<file path="config.mk">
export PLATFORM = sky130hd
export DESIGN_NAME = counter_nbit_updown
export DESIGN_NICKNAME = d
export VERILOG_FILES = /design/src/rtl/counter_nbit_updown.sv
export SDC_FILE = /design/constraint.sdc
export NUM_CORES = 1
export LEC_CHECK = 0
export BUFFER_PORTS_ARGS = -buffer_cell sky130_fd_sc_hd__buf_2
export CORE_ASPECT_RATIO = 1.1
export CORE_MARGIN = 2
export CORE_UTILIZATION = 50
export CTS_CLUSTER_SIZE = 14
export DETAILED_ROUTE_END_ITERATION = 16
export PLACE_DENSITY = 0.77
export SLEW_MARGIN = 25
export SYNTH_ARGS = -nofsm -noshare
export SYNTH_HDL_FRONTEND = slang
export SYNTH_SLANG_ARGS = --single-unit
</file>
<file path="constraint.sdc">
create_clock -name clk -period 5.7 [get_ports clk]
set_input_delay 0.285 -clock clk [delete_from_list [all_inputs] [get_ports clk]]
set_output_delay 0.285 -clock clk [all_outputs]
set_load 0.02 [all_outputs]
</file>
<file path="src/rtl/counter_nbit_updown.sv">
// Parametrised up/down event counter with a runtime modulo limit.
// Offers wrap or saturate behaviour at the limit, synchronous clear and load,
// terminal-count and compare outputs, and a sticky overflow flag.
// Update priority on each clock edge is clr, then load, then en.
module counter_nbit_updown #(
  parameter int          WIDTH     = 8,
  parameter int          SATURATE  = 0,
  parameter int unsigned RESET_VAL = 0
) (
  input  logic             clk,
  input  logic             reset_n,
  input  logic             clr,
  input  logic             load,
  input  logic [WIDTH-1:0] load_data,
  input  logic             en,
  input  logic             up,
  input  logic [WIDTH-1:0] limit,
  input  logic [WIDTH-1:0] cmp_val,
  input  logic             ovf_clr,
  output logic [WIDTH-1:0] count,
  output logic             at_term,
  output logic             wrap,
  output logic             match,
  output logic             ovf_sticky
);

  localparam logic [WIDTH-1:0] RESET_CNT = RESET_VAL[WIDTH-1:0];
  localparam bit               SAT       = (SATURATE != 0);

  logic [WIDTH-1:0] next_count;
  logic             next_wrap;
  logic             next_ovf;
  logic             ovf_event;

  // At the terminal value for the current direction; purely a function of
  // the registered count and the present up/limit inputs.
  assign at_term = (up && (count >= limit)) || (!up && (count == '0));

  // Next-state selection: clr beats load beats en. A step that runs past the
  // limit (or below zero) either wraps or is held, and in both cases it is
  // flagged as an overflow event. A loaded value above limit is kept as-is
  // until the next enabled up-step, which then wraps or clamps it.
  always_comb begin
    next_count = count;
    next_wrap  = 1'b0;
    ovf_event  = 1'b0;
    if (clr) begin
      next_count = '0;
    end else if (load) begin
      next_count = load_data;
    end else if (en) begin
      if (up) begin
        if (count < limit) begin
          next_count = count + 1'b1;
        end else begin
          next_count = SAT ? limit : '0;
          next_wrap  = 1'b1;
          ovf_event  = 1'b1;
        end
      end else begin
        if (count != '0) begin
          next_count = count - 1'b1;
        end else begin
          next_count = SAT ? '0 : limit;
          next_wrap  = 1'b1;
          ovf_event  = 1'b1;
        end
      end
    end
  end

  // Sticky overflow: clr wins over everything, a new overflow event wins over
  // ovf_clr so an event is never lost in the cycle it is being cleared.
  always_comb begin
    next_ovf = ovf_sticky;
    if (clr) begin
      next_ovf = 1'b0;
    end else if (ovf_event) begin
      next_ovf = 1'b1;
    end else if (ovf_clr) begin
      next_ovf = 1'b0;
    end
  end

  // State and registered outputs; match compares the next count so that it
  // lines up with the count value it describes.
  always_ff @(posedge clk or negedge reset_n) begin
    if (!reset_n) begin
      count      <= RESET_CNT;
      wrap       <= 1'b0;
      match      <= 1'b0;
      ovf_sticky <= 1'b0;
    end else begin
      count      <= next_count;
      wrap       <= next_wrap;
      match      <= (next_count == cmp_val);
      ovf_sticky <= next_ovf;
    end
  end

endmodule

</file>
# Yosys cells after proc, flatten, opt, wreduce, memory -nomap -nowiden
# Index checks and enable logic that the tools add are counted.
# op_classes
reduce_logical	7
n_eq_ne	1
n_addsub	2
order_cmp	2
mux	15
# ops
op	n
two-way mux 8 bit	6
two-way mux 1 bit	9
adder 8 x 1 -> 8 bit (second input constant)	1
equality test 8 bit	1
>= comparator 8 bit	1
zero test 8 bit	1
< comparator 8 bit	1
nonzero test 8 bit	1
subtractor 8 x 1 -> 8 bit (second input constant)	1
nonzero test 3 bit	1
logical AND 1 bit	2
zero test 1 bit	1
logical OR 1 bit	1
# totals
regBits	11
out_inout_bits	12
word_cells	31
input_bits	31

# Longest topological paths before layout
# logic_depth
ltp_word	8
mapped_depth	11
ltp_nobuf	10

# Worst setup path after synthesis
# No wires, ideal clock.
# synth_timing
kind	flip-flop to flip-flop
start	register count[4]
end	register match
t_required_ns	5.604
synth_period_minus_slack_ns	2.765
setup_time_ns	0.096
arrival_time_ns	2.670
path_stages_with_launch	9
path_buffers	1
path_slack_ns	2.935
path_cell_list	dfrtp_1 > buf_6 > or4_4 > or4b_4 > a211oi_1 > a41oi_2 > xor2_1 > o2111ai_1 > nor4_2
# synth_via
elab_chain_cells	7
elab_cells_between_ends	11
cone_classes	add/sub: 2; order compare: 1; eq/ne: 1; mux: 6; reduce/logical: 1
# synth_rtl
item	line_no	source
start, declared	20	output logic [WIDTH-1:0] count,
start signal, assigned	94	count <= next_count;
subtractor 8 x 1 -> 8 bit, or another cell as far along	62	next_count = count - 1'b1;
two-way mux 8 bit, on equally long branches	61, 53	
two-way mux 8 bit	52	if (up) begin
two-way mux 8 bit (*)	51	end else if (en) begin
two-way mux 8 bit (*)	49	end else if (load) begin
two-way mux 8 bit (*)	47	if (clr) begin
equality test 8 bit (*)	96	match <= (next_count == cmp_val);
end signal, assigned	96	
end, declared	23	output logic match,
# Every way passes the cells marked *; elsewhere a longest branch is shown, timed or not.
# A chain may end at the register's enable or synchronous reset.

# Final worst setup path
# Ends and elaborated chain as after synthesis.

==> results.cfg <==
[routing]
drt_iter0_markers = 111
met1_length_um = 1890
wl_per_cell_um = 16.5
wl_um = 4690
met3_length_um = 364
drtPass1Iterations = 6
ant_nets = 0
maxUsedRoutingLayer = met4
drc = 0
route.met2.wl_um = 2350
vias = 1817
vias_per_cell = 6.40

[timing]
finalCritPeriodShare_pct = 50.7
min_period_ps = 2890
worst_slack_ps = 2810
hold_violations = 0
setup_tns_ps = 0
final_max_slew_viol_count = 0
rsz0062_at_grt = no
setup_violations = 0
worst_pin_slew_ps = 662
maxSlewHeadroom_pct = 55.4
skew_ps = 14.1
fmax_ghz = 0.346

[worst_setup_path]
required_ps = 5900
cp_max_fo = 11
cp-end-kind = flop
rr_startpoint = count[4]
crit_start = count[4]
worst_setup_path_start_kind = flop
critical_path_arrival_ps = 3090
worstSetupPathType = reg2reg

[finish]
layout.nets = 293
post_route_cells_drive_above_1_share_pct = 21.2
syn2layout_area_growth_pct = 15.3
fin_area_sq_um = 1780
final_util_pct = 59.5
stdcell_count = 284
antenna_cells = 0

[yosys]
synth-xor-area-share_pct = 3.97
synth_cell_type_count = 55
synth_compound_area_share_pct = 28.9
muxShareOfSynthArea_pct = 3.32
yosysWarningCount = 0
synth_top_area_cell = dfrtp_1
synth_top_cells_by_count = inv_1, nor2_1, a21oi_1
post-synth-top-count-cell = inv_1
synth_seq_cells = 11
ys_async_sr_fraction_pct = 100
yosysTopAreaCellShare_pct = 17.8
postSynthNetCount = 256
synthSimpleGateAreaFrac_pct = 28.1
yosys.area_share.adder_pct = 8.91
syn_avg_cell_area_sq_um = 7.22
synth_area_leaders = dfrtp_1, ha_1, inv_1
synth_ff_type = dfrtp_1
synth_top_family_by_area = compound AO/OA/AOI/OAI gates
syn-cell-area_sq_um = 1550
ys_seq_area_share_pct = 17.8
syn_inst = 214
synth_edf_count = 0

[placed_design]
dpl.hpwl_um = 3620
numPortBuffers = 42
dp_slack_ps = 2860
place_area_sq_um = 1750
globalplace.congestion = 0.920
dp_cells = 279

[die]
rows = 21
die_width_um = 57.0
die_area_sq_um = 3550
start_util_pct = 51.6
die_y_um = 62.3
coreArea_sq_um = 3000
ios = 43

[grt]
grt_max_degree = 20
grt_usage_pct = 27.2
grt-ovfl-total = 0
grt_antenna_before_repair = 0
grt_pass1_wl_um = 7700
grt_pass1_vias = 1655

[job]
drv_cap = 0

[cts]
clock_latency_ps = 280
cts_tree = done
cts_made_buffers = 3
clock_sinks = 11
htreeDepth = 1
ctsResizeCount = 0
cts-root-buf = clkbuf_4
clk_pin_slew_worst_paths_ps = 80
clock_path_buffers = 2

[power_and_ir_drop]
p_leak_uw = 0.000856
power_density_nw_per_um2 = 168
irDropWorstVdd_mv = 0.161

[run_status]
status = completed

[worst_hold_path]
min_from = load_data[4]
hp-class = in2reg
-- through the flow --
step / hold slack (ps) / total power, uW
finish: 299 / 299
global route: 299 / 322
CTS: 287 / 297
detailed placement: 168 / 241
global placement: 172 / 240
floorplan: -10.6 / 198
-- path summary, 6_finish.rpt --
check,end,slack [ps],depth (start not counted)
max in group asynchronous,count[1],5100,2
setup / recovery,match,2810,7
hold reg to reg,ovf_sticky,480,1
min in group asynchronous,match,380,2
hold / removal,count[4],300,3
setup reg to reg,match,2810,7
-- layout make-up --
type | instances | area (sq um)
Fill cell | 320 | 1210
Multi-Input combinational cell | 169 | 1130
Sequential cell | 11 | 275
Timing Repair Buffer | 43 | 220
Inverter | 23 | 86.3
Tap cell | 34 | 42.5
Clock buffer | 4 | 26.3
-- per-layer routing --
metal | GRT usage [%] | up-vias
met5 | 0 | -
li1 | - | 874
met1 | 36.8 | 827
met3 | 1.46 | 7
met2 | 44.5 | 109
met4 | 11.3 | 0
-- power breakdown --
| group | internal (uW) | leakage (uW) | total (uW) | switching, uW |
|---|---|---|---|---|
| combinational | 59.2 | 0.000695 | 146 | 86.5 |
| clock | 27.2 | 0.0000150 | 55.3 | 28.1 |
| sequential | 83.2 | 0.000146 | 97.7 | 14.4 |
-- cells by family after synthesis --
group,after synthesis
AO/OA/AOI/OAI,65
XOR/XNOR,7
adder cells (fa/ha/maj),11
buffers and inverters,34
flip-flops,11
multiplexers,5
AND/OR/NAND/NOR,81
-- worst max-delay path, stage by stage, from the launching register on --
cell and delay [ps]:
dfrtp_1 500, or4_4 600, or4b_4 560, a211oi_1 330, a41oi_2 180, xor2_1 180, o2111ai_1 160, nor4_2 290
-- what timing repair did --
action,CTS,global route
setup endpoints to repair,0,0
hold buffers,1,0
setup buffers,0,0
endpoints found under the hold margin,11,0
-- state kept, by name (all words and copies together), names as in the netlist --
| name | cells |
|---|---|
| ovf_sticky | 1 |
| count | 8 |
| wrap | 1 |
| match | 1 |
-- cell usage in the layout (no fill, tap or decap), types with 2 or more instances in the layout --
| cell type | n |
|---|---|
| dfrtp_1 | 11 |
| a21oi_1 | 17 |
| nand2_1 | 15 |
| and2_1 | 2 |
| a311oi_1 | 3 |
| mux2i_1 | 4 |
| nor2_1 | 20 |
| nor3_1 | 8 |
| a211oi_1 | 5 |
| a31oi_1 | 2 |
| inv_1 | 23 |
| o211ai_1 | 3 |
| o2111ai_1 | 2 |
| clkbuf_4 | 3 |
| ha_1 | 11 |
| a211o_1 | 2 |
| or3_1 | 5 |
| nor2b_1 | 3 |
| nor4_1 | 3 |
| buf_2 | 42 |
| a22oi_1 | 2 |
| and3_1 | 3 |
| nand3_1 | 8 |
| a221oi_1 | 2 |
| o31ai_1 | 2 |
| o41ai_1 | 2 |
| xor2_1 | 3 |
| xnor2_1 | 4 |
| nand4_1 | 3 |
| o21ai_0 | 11 |
| nor3b_1 | 3 |
(Power assumes the default switching activity.)
